## config.mk

```make
export PLATFORM = sky130hd
export DESIGN_NAME = serial_subtractor
export DESIGN_NICKNAME = d
export VERILOG_FILES = /design/src/rtl/serial_subtractor.sv
export SDC_FILE = /design/constraint.sdc
export NUM_CORES = 1
export LEC_CHECK = 0
export BUFFER_PORTS_ARGS = -buffer_cell sky130_fd_sc_hd__buf_2
export CORE_MARGIN = 2
export CORE_UTILIZATION = 49
export CTS_BUF_LIST = sky130_fd_sc_hd__clkbuf_4 sky130_fd_sc_hd__clkbuf_8 sky130_fd_sc_hd__clkbuf_16
export CTS_CLUSTER_DIAMETER = 100
export DETAILED_ROUTE_END_ITERATION = 8
export HOLD_SLACK_MARGIN = 0.15
export PLACE_DENSITY_LB_ADDON = 0.15
export REMOVE_ABC_BUFFERS = 1
export SLEW_MARGIN = 20
export SYNTH_ARGS = -nofsm -noshare
export SYNTH_HDL_FRONTEND = slang
export SYNTH_SLANG_ARGS = --single-unit
```

## constraint.sdc

```tcl
create_clock -name clk -period 2.35 [get_ports clk]
set_clock_uncertainty 0.2 [all_clocks]
set_input_delay 0.1175 -clock clk [delete_from_list [all_inputs] [get_ports clk]]
set_output_delay 0.1175 -clock clk [all_outputs]
set_load 0.02 [all_outputs]
```

## src/rtl/serial_subtractor.sv

```systemverilog
// serial_subtractor: multi-cycle subtractor computing diff = a - b - bin over N bits,
// W bits per clock through a registered borrow chain (N/W cycles per result).
//
// Ports:
//   clk        clock, rising edge
//   rst_n      asynchronous active-low reset
//   in_valid   operand set offered
//   in_ready   block can accept operands (high only when idle)
//   a, b, bin  minuend, subtrahend, borrow in (sampled only at acceptance)
//   out_valid  result available
//   out_ready  consumer accepts result
//   diff       (a - b - bin) mod 2^N, registered, held until next completion
//   bout       unsigned borrow out (a < b + bin)
//   ovf        signed overflow (borrow into MSB xor borrow out of MSB)
module serial_subtractor #(
    parameter int unsigned N = 16,
    parameter int unsigned W = 4
) (
    input  logic         clk,
    input  logic         rst_n,
    input  logic         in_valid,
    output logic         in_ready,
    input  logic [N-1:0] a,
    input  logic [N-1:0] b,
    input  logic         bin,
    output logic         out_valid,
    input  logic         out_ready,
    output logic [N-1:0] diff,
    output logic         bout,
    output logic         ovf
);

    localparam int unsigned NumDigits = N / W;
    localparam int unsigned CntW      = (NumDigits > 1) ? $clog2(NumDigits) : 1;
    localparam logic [CntW-1:0] LastCnt = CntW'(NumDigits - 1);

    typedef enum logic [1:0] {
        StIdle,
        StBusy,
        StDone
    } state_e;

    state_e          state_q, state_d;
    logic [N-1:0]    a_q, a_d;
    logic [N-1:0]    b_q, b_d;
    logic [N-1:0]    res_q, res_d;
    logic [N-1:0]    diff_q, diff_d;
    logic            borrow_q, borrow_d;
    logic            bout_q, bout_d;
    logic            ovf_q, ovf_d;
    logic [CntW-1:0] cnt_q, cnt_d;

    logic [W-1:0]    dig;
    logic            dig_bout;
    logic            dig_bmsb;
    logic [N-1:0]    dig_ext;

    // Bit-level borrow ripple across the current low digit of the operand shifters.
    // dig_bmsb is the borrow entering the digit's top bit; on the last digit that is
    // the borrow into bit N-1 needed for signed overflow.
    always_comb begin
        logic br;
        br       = borrow_q;
        dig      = '0;
        dig_bmsb = 1'b0;
        for (int i = 0; i < int'(W); i++) begin
            if (i == int'(W) - 1) begin
                dig_bmsb = br;
            end
            dig[i] = a_q[i] ^ b_q[i] ^ br;
            br     = (~a_q[i] & b_q[i]) | (~(a_q[i] ^ b_q[i]) & br);
        end
        dig_bout = br;
    end

    // New digit enters the result shifter from the MSB side.
    always_comb begin
        dig_ext            = '0;
        dig_ext[N-1 -: W]  = dig;
    end

    always_comb begin
        state_d   = state_q;
        a_d       = a_q;
        b_d       = b_q;
        res_d     = res_q;
        diff_d    = diff_q;
        borrow_d  = borrow_q;
        bout_d    = bout_q;
        ovf_d     = ovf_q;
        cnt_d     = cnt_q;
        in_ready  = 1'b0;
        out_valid = 1'b0;

        case (state_q)
            StIdle: begin
                in_ready = 1'b1;
                if (in_valid) begin
                    a_d      = a;
                    b_d      = b;
                    borrow_d = bin;
                    cnt_d    = '0;
                    state_d  = StBusy;
                end
            end
            StBusy: begin
                a_d      = a_q >> W;
                b_d      = b_q >> W;
                res_d    = (res_q >> W) | dig_ext;
                borrow_d = dig_bout;
                cnt_d    = cnt_q + 1'b1;
                if (cnt_q == LastCnt) begin
                    diff_d  = (res_q >> W) | dig_ext;
                    bout_d  = dig_bout;
                    ovf_d   = dig_bmsb ^ dig_bout;
                    state_d = StDone;
                end
            end
            StDone: begin
                out_valid = 1'b1;
                if (out_ready) begin
                    state_d = StIdle;
                end
            end
            default: begin
                state_d = StIdle;
            end
        endcase
    end

    always_ff @(posedge clk or negedge rst_n) begin
        if (!rst_n) begin
            state_q  <= StIdle;
            a_q      <= '0;
            b_q      <= '0;
            res_q    <= '0;
            diff_q   <= '0;
            borrow_q <= 1'b0;
            bout_q   <= 1'b0;
            ovf_q    <= 1'b0;
            cnt_q    <= '0;
        end else begin
            state_q  <= state_d;
            a_q      <= a_d;
            b_q      <= b_d;
            res_q    <= res_d;
            diff_q   <= diff_d;
            borrow_q <= borrow_d;
            bout_q   <= bout_d;
            ovf_q    <= ovf_d;
            cnt_q    <= cnt_d;
        end
    end

    assign diff = diff_q;
    assign bout = bout_q;
    assign ovf  = ovf_q;

endmodule

```

==> results of run 1 <==
cells in the mapped netlist, drive strengths merged:
cell type,count
fa,4
o22ai,38
nand2b,4
a21oi,18
o21ai,26
clkbuf,7
nor2,4
nor2b,1
dfrtp,67
xor2,1
o221a,4
inv,11
a2bb2oi,4
buf,13
nand3b,5
ha,1
nand2,14
mux2,24
o31ai,1
worst max-delay path: stages, from the launching register on:
cell     delay, ns
dfrtp_1       0.40
inv_2         0.07
fa_2          0.20
inv_2         0.04
fa_2          0.34
fa_2          0.36
inv_2         0.06
fa_1          0.42
mux2_4        0.28
layout make-up:
class	count	area [um^2]
fillers	456	2000
clock buffers	11	145
inverters	11	41.3
well taps	75	93.8
repair buffers	105	748
clock inverters	5	52.6
flip-flops and latches	67	1680
multi-input cells	149	1090
stage by stage:
step	cell area (um^2)	total power, mW
3_3_place_gp	3280	4.29
3_5_place_dp	3280	4.39
2_1_floorplan	2810	3.62
6_report	3850	5.43
4_1_cts	3840	5.44
5_1_grt	3850	5.85
cells in the final DEF (no fill, tap or decap), drive strengths merged:
| master | count |
|---|---|
| buf | 70 |
| dfrtp | 67 |
| o22ai | 38 |
| dlygate4sd3 | 35 |
| o21ai | 26 |
| mux2 | 24 |
| a21oi | 18 |
| nand2 | 14 |
| clkbuf | 11 |
| inv | 11 |
| nand3b | 5 |
| o221a | 4 |
| a2bb2oi | 4 |
| nor2 | 4 |
| nand2b | 4 |
| fa | 4 |
| clkinv | 3 |
| nor2b | 1 |
| o31ai | 1 |
| xor2 | 1 |
| ha | 1 |
| bufinv | 1 |
| clkinvlp | 1 |
repair_timing:
action                                 4_1_cts  5_1_grt
pin swaps                                    0        0
setup endpoints to repair                    3        4
gates resized for setup                      6        1
hold buffers                                35        0
endpoints found under the hold margin       90        0
buffers inserted                             1        1
where the power goes:
part | leakage [nW] | switching [mW] | internal [mW]
registers | 0.809 | 0.373 | 1.72
clock network | 0.103 | 0.424 | 0.526
logic | 0.876 | 1.21 | 1.17
total | 1.79 | 2.01 | 3.42
sequential cells by signal, indices dropped and copies added, names as in the netlist:
name      flops
borrow_q      1
bout          1
state_q       2
diff         16
res_q        12
ovf           1
cnt_q         2
a_q          16
b_q          16
kinds of logic (layout without fill, tap and decap cells):
family                     after synthesis  count (layout)
buffers and inverters                   31             132
and+or+nand+nor                         28              28
muxes                                   24              24
xor gates and xnor gates                 1               1
adders and majority gates                5               5
DFF                                     67              67
AOI/OAI and AO/OA                       91              91
per-layer routing:
layer | vias to the layer above | wire [um]
met2 | 68 | 3240
li1 | 1091 | -
met5 | - | 0
met3 | 12 | 282
met1 | 1103 | 2820
met4 | 0 | 108
how the worst min path moves through the flow:
stage,to,from
finish,diff[5],rst_n
global route,b_q[9],in_valid
CTS,a_q[8],in_valid
detailed placement,diff[5],rst_n
global placement,diff[1],rst_n
floorplan,a_q[0],rst_n
==> impl_metrics.py, run 1 <==
metrics = {
    "clock_tree": {
        "clock_path_buffers": 2,
        "cts-buffers-inserted": 9,
        "cts_sinks": 67,
        "cts_max_level": 3,
        "cts.reportedPaths.clkPinSlew_ns": 0.07,
        "insertion_delay_ns": 0.33,
        "cts-root-buf": "clkbuf_8",
        "cts_tree": "yes",
    },
    "global_routing": {
        "top_usage_layer": "met2",
        "grt_max_degree": 38,
        "grt_overflow_total": 0,
        "use_met1_pct": 27.9,
        "grt_pass1_wl_um": 10500,
        "grt_usage_pct": 21.4,
        "grt_antenna_before_repair": 0,
        "globalRouteMet2Util_pct": 34.8,
        "grt_pass1_vias": 2178,
        "grtUsageMet3_pct": 4.22,
    },
    "route": {
        "drc": 0,
        "via_per_inst": 5.38,
        "wl_per_cell_um": 15.3,
        "vias": 2274,
        "wl_um": 6450,
        "postRouteAntennaNets": 0,
        "drt-initial-drc-count": 80,
        "firstDrtPassIters": 5,
    },
    "die": {
        "core_um2": 5850,
        "ioPinCount": 57,
        "die_x_um": 81.4,
        "die_area_um2": 6630,
        "die_h_um": 81.4,
        "initial_core_util_pct": 50.2,
        "fp-row-count": 28,
    },
    "yosys": {
        "yosys.area_share.xor_xnor_pct": 0.298,
        "synth_compound_area_share_pct": 18.6,
        "muxShareOfSynthArea_pct": 9.59,
        "synth_top_cell_area_share_pct": 57.1,
        "syn-cell-area_um2": 2940,
        "synthAdderAreaFrac_pct": 3.15,
        "ys_types": 26,
        "ys_seq_elements": 67,
        "ys_seq_area_share_pct": 57.1,
        "synth.area.top_cells": "dfrtp_1, o22ai_1, mux2_2",
        "yosys.area_share.simple_pct": 5.41,
        "synth_area_per_cell_um2": 11.9,
        "yosysTopAreaCell": "dfrtp_1",
        "netlist_instances": 247,
        "yosysWarnings": 0,
        "synth_top_family_by_area": "compound AO/OA/AOI/OAI gates",
    },
    "worst_hold_path": {
        "hp-class": "input pin to async pin",
    },
    "timing": {
        "maxSlewViolCount": 0,
        "finalHoldViolCount": 0,
        "fin_crit_ns": 2.47,
        "min_period_over_period_pct": 105,
        "whs_ns": 0.181,
        "setup_viol_count_final": 2,
        "setup_ws_ns": -0.120,
        "relSlewSlack_pct": 50.6,
        "max_freq_mhz": 405,
        "rsz0062_at_grt": "yes",
        "worstMarginPinSlew_ns": 0.741,
        "tns_ns": -0.236,
    },
    "placed_design": {
        "gp_congestion": 0.762,
        "dp.cells": 370,
        "port_buffers": 56,
        "pre_cts_ws_ns": -0.202,
        "hpwl_um": 3940,
    },
    "critical_path": {
        "crit_start": "b_q[0]",
        "critical_path_peak_fanout": 2,
        "cp-end-kind": "register",
        "endpoint": "res_q[15]",
        "r2r-start": "b_q[0]",
        "worstPathArrival_ns": 2.49,
        "worstSetupPathType": "register to register",
        "reg2regPathDepth": 8,
        "r2r_slack_ns": -0.12,
        "start_kind": "register",
        "r2r-end": "res_q[15]",
        "worstPathRequired_ns": 2.36,
    },
    "power": {
        "power_leakage_nw": 1.79,
        "ir_drop_mv": 0.613,
        "powerDensity_nw_per_um2": 1410,
    },
    "layout": {
        "final_core_util_pct": 65.8,
        "drive_above_1_share_pct": 35.3,
        "areaGrowthSynthToFinish_pct": 31.2,
        "n_antenna_cell": 0,
        "nets": 385,
        "final_cells": 423,
    },
    "flow_run": {
        "maxCapViolCount": 0,
    },
    "outcome": {
        "violations": "negative setup slack",
        "run_status": "finished, violations left",
    },
}
Note: power is estimated with default switching activity, not from simulation.
==> inputs of run 2 (changes only) <==
--- a/config.mk
+++ b/config.mk
@@ -20 +20,2 @@
 export SYNTH_SLANG_ARGS = --single-unit
+export TNS_END_PERCENT = 1
==> constraint.sdc (replaced) <==
create_clock -name clk -period 2.35 [get_ports clk]
set_clock_uncertainty 0.2 [all_clocks]
set_input_delay 0.3525 -clock clk [delete_from_list [all_inputs] [get_ports clk]]
set_output_delay 0.3525 -clock clk [all_outputs]
set_load 0.02 [all_outputs]
==> impl_metrics.py, run 2 (synthesis results as in run 1) <==
metrics = {
    "die": {
        "die_x_um": 81.4,
        "die_h_um": 81.4,
        "core_um2": 5850,
        "die_area_um2": 6630,
        "fp-row-count": 28,
        "initial_core_util_pct": 50.2,
        "ioPinCount": 57,
    },
    "flow_run": {
        "maxCapViolCount": 0,
    },
    "layout": {
        "fin_area_um2": 3800,
        "layout_common_cells": "dfrtp_1, buf_2, o22ai_1",
        "final_common_cell": "dfrtp_1",
        "drive_above_1_share_pct": 35.9,
        "nets": 380,
        "n_antenna_cell": 0,
        "final_cells": 418,
        "areaGrowthSynthToFinish_pct": 29.5,
    },
    "route": {
        "wl_um": 6090,
        "via_per_inst": 5.38,
        "postRouteAntennaNets": 0,
        "drc": 0,
        "vias": 2249,
        "firstDrtPassIters": 4,
        "wl_per_cell_um": 14.6,
        "drt-initial-drc-count": 74,
    },
    "timing": {
        "max_freq_mhz": 400,
        "rsz0062_at_grt": "yes",
        "finalHoldViolCount": 0,
        "min_period_over_period_pct": 106,
        "relSlewSlack_pct": 64.3,
        "worstMarginPinSlew_ns": 0.535,
        "fin_crit_ns": 2.50,
        "setup_viol_count_final": 2,
        "setup_ws_ns": -0.147,
        "maxSlewViolCount": 0,
        "whs_ns": 0.157,
    },
    "global_routing": {
        "grt_antenna_before_repair": 0,
        "grt_pass1_vias": 2140,
        "grt_usage_pct": 20.3,
        "grt_pass1_wl_um": 10000,
        "grt_overflow_total": 0,
        "grt_max_degree": 68,
    },
    "clock_tree": {
        "cts_tree": "yes",
        "cts_max_level": 3,
        "cts_sinks": 67,
        "insertion_delay_ns": 0.34,
        "cts-root-buf": "clkbuf_8",
        "cts_setup_buffers": 0,
        "clock_path_buffers": 2,
        "cts.reportedPaths.clkPinSlew_ns": 0.07,
        "cts-buffers-inserted": 9,
    },
    "worst_hold_path": {
        "hold_depth": 3,
        "hp-class": "input pin to register",
    },
    "power": {
        "power_leakage_nw": 1.77,
        "ir_drop_mv": 0.588,
        "powerDensity_nw_per_um2": 1410,
    },
    "critical_path": {
        "start_kind": "register",
        "worstPathRequired_ns": 2.37,
        "worstSetupPathType": "register to register",
        "r2r_slack_ns": -0.15,
        "cp-end-kind": "register",
        "critical_path_peak_fanout": 2,
        "worstPathArrival_ns": 2.51,
        "reg2regPathDepth": 8,
    },
    "placed_design": {
        "gp_congestion": 0.762,
        "hpwl_um": 3880,
        "port_buffers": 56,
        "dpl_cell_area_um2": 3300,
        "dp.cells": 372,
    },
    "outcome": {
        "violations": "negative setup slack",
        "run_status": "finished, violations left",
    },
}
==> run 2: per-layer routing <==
metal	track usage, %	part of all wire (%)
met5	0	0
met4	11.4	2.3
met3	4.11	4.3
met2	31.9	47
met1	26.3	46
==> run 2: final cells by class <==
class / instances / area (um^2)
inverter: 11 / 41.3
fill: 488 / 2050
tap: 75 / 93.8
sequential: 67 / 1680
multi-input combinational: 149 / 1090
clock inverter: 5 / 52.6
timing repair buffer: 100 / 698
clock buffer: 11 / 145
==> run 2: worst max-delay path, stage by stage, from the launching register on <==
cell	delay [ns]
dfrtp_1	0.39
inv_2	0.06
fa_2	0.19
inv_2	0.04
fa_2	0.34
fa_2	0.41
inv_2	0.06
fa_1	0.41
mux2_4	0.27
==> run 2: path summary, 6_finish.rpt <==
path | startpoint | to
max | b_q[0] | res_q[15]
min | a[1] | a_q[1]
max reg2reg | b_q[0] | res_q[15]
min reg2reg | bout | bout
max in group asynchronous | rst_n | b_q[2]
min in group asynchronous | rst_n | diff[1]
==> run 2: report_power, final <==
| part | internal, mW | switching, mW |
|---|---|---|
| Sequential | 1.72 | 0.368 |
| Clock | 0.525 | 0.423 |
| Combinational | 1.14 | 1.18 |
==> run 2: through the flow <==
stage	utilization (%)	power (mW)	TNS (ns)	setup slack (ns)
final	65.0	5.35	-0.289	-0.147
after global routing	65.0	5.77	-0.464	-0.213
after CTS	64.9	5.37	-0.339	-0.160
after detailed placement	56.4	4.38	-0.346	-0.176
after global placement	56.4	4.30	-0.290	-0.149
after floorplan	-	3.62	-0.238	-0.123
==> run 2: repair_timing <==
item                                    CTS  global route
pin swaps                                 0             1
endpoints found under the setup margin    3             4
resized for setup                         1             6
hold buffers                             30             0
hold endpoints to repair                 96             0
==> inputs of run 3 (changes only) <==
- CORE_UTILIZATION: 49 -> 35
- SLEW_MARGIN: 20 -> 40
==> impl_metrics.py, run 3 (synthesis results as in run 1) <==
metrics = {
    "global_routing": {
        "grt_max_degree": 68,
        "grt_antenna_before_repair": 0,
        "grt_usage_pct": 15.8,
        "grt_overflow_total": 0,
        "grt_pass1_wl_um": 11000,
        "grt_pass1_vias": 2269,
    },
    "timing": {
        "worstMarginPinSlew_ns": 0.521,
        "fin_crit_ns": 2.50,
        "max_freq_mhz": 400,
        "setup_ws_ns": -0.151,
        "setup_viol_count_final": 2,
        "min_period_over_period_pct": 106,
        "tns_ns": -0.294,
        "maxSlewViolCount": 0,
        "finalHoldViolCount": 0,
        "rsz0062_at_grt": "yes",
        "relSlewSlack_pct": 65.2,
    },
    "critical_path": {
        "worstSetupPathType": "register to register",
        "cp-end-kind": "register",
        "path_delay_family": "adder cells",
        "worstPathArrival_ns": 2.54,
        "start_kind": "register",
        "cpMaxStageDelayCell": "fa_1",
        "slowest_delay_ns": 0.42,
        "path_buf_inv": 3,
        "critical_path_peak_fanout": 2,
        "r2r_slack_ns": -0.15,
        "crit_top_cell": "fa_1",
        "cp_cell_sequence": "inv_1 > fa_1 > inv_1 > fa_1 > fa_2 > inv_2 > fa_1 > mux2_4",
        "worstPathRequired_ns": 2.39,
    },
    "power": {
        "powerDensity_nw_per_um2": 1420,
        "power_leakage_nw": 1.79,
        "ir_drop_mv": 0.445,
    },
    "clock_tree": {
        "cts.reportedPaths.clkPinSlew_ns": 0.07,
        "insertion_delay_ns": 0.35,
        "cts-buffers-inserted": 9,
        "cts_max_level": 3,
        "cts_tree": "yes",
        "cts_sinks": 67,
        "clock_path_buffers": 2,
        "cts-root-buf": "clkbuf_8",
    },
    "route": {
        "via_per_inst": 4.88,
        "drc": 0,
        "drt-initial-drc-count": 86,
        "wl_per_cell_um": 14.7,
        "firstDrtPassIters": 4,
        "vias": 2193,
        "postRouteAntennaNets": 0,
        "wl_um": 6600,
    },
    "die": {
        "initial_core_util_pct": 35.9,
        "ioPinCount": 57,
        "die_h_um": 95.6,
        "fp-row-count": 33,
        "die_area_um2": 9140,
        "core_um2": 8180,
        "die_x_um": 95.6,
    },
    "layout": {
        "layout_common_cells": "dfrtp_1, buf_2, o22ai_1",
        "final_common_cell": "dfrtp_1",
        "fin_area_um2": 3870,
        "final_core_util_pct": 47.4,
        "n_antenna_cell": 0,
        "drive_above_1_share_pct": 34.9,
        "areaGrowthSynthToFinish_pct": 31.9,
        "nets": 381,
    },
    "placed_design": {
        "dpl_cell_area_um2": 3330,
        "gp_congestion": 0.701,
        "port_buffers": 56,
        "pre_cts_ws_ns": -0.202,
        "hpwl_um": 4200,
    },
    "outcome": {
        "run_status": "finished, violations left",
        "violations": "negative setup slack",
    },
    "worst_hold_path": {
        "hp-class": "input pin to register",
    },
    "flow_run": {
        "maxCapViolCount": 0,
    },
}
run 3: changes by cell type in the layout (fill, tap and decap cells not counted), sizes merged:
cell	delta
buf	+1
bufinv	+1
clkinvlp	-1
run 3: per-stage QoR:
stage	instances	total power, mW	hold WS [ns]
2_1_floorplan	227	3.62	-0.143
3_3_place_gp	402	4.36	0.209
3_5_place_dp	402	4.41	0.207
4_1_cts	448	5.55	0.152
5_1_grt	449	5.96	0.159
6_report	449	5.50	0.159
run 3: what timing repair did:
| action | in CTS | in global routing |
|---|---|---|
| endpoints found under the hold margin | 96 | 0 |
| hold buffers | 30 | 0 |
| pin swaps | 0 | 1 |
| gates resized for setup | 1 | 2 |
| buffers inserted | 0 | 1 |
| setup endpoints to repair | 2 | 5 |
run 3: cell type report:
type	count	area, um^2
fill	800	4300
sequential	67	1680
multi-input combinational	149	1090
timing repair buffer	101	706
clock buffer	11	151
tap	105	131
clock inverter	5	75.1
inverter	11	41.3
run 3: per-layer routing:
metal	global-route usage, %	share of wire, %	vias to the layer above
li1	-	-	1082
met1	19.6	47	1055
met2	26.4	48	50
met3	5.61	4.8	6
met4	3.93	0.98	0
met5	0	0	-
run 3: worst paths after layout:
check                         start        end  cells past startpoint
setup / recovery             b_q[0]  res_q[15]                      8
hold / removal                 b[9]     b_q[9]                      3
setup reg to reg             b_q[0]  res_q[15]                      8
hold reg to reg            diff[14]   diff[14]                      2
max in group asynchronous     rst_n   diff[10]                      3
min in group asynchronous     rst_n   res_q[5]                      3
run 3: worst reg2reg max path, stage by stage (launching register included):
cell and delay (ns):
dfrtp_1 0.38, inv_1 0.08, fa_1 0.18, inv_1 0.05, fa_1 0.38, fa_2 0.37, inv_2 0.07, fa_1 0.42
mux2_4 0.27
run 3: where the power goes:
part / switching [mW] / internal, mW / total (mW)
registers: 0.376 / 1.72 / 2.10
clock network: 0.436 / 0.649 / 1.09
logic: 1.18 / 1.14 / 2.32
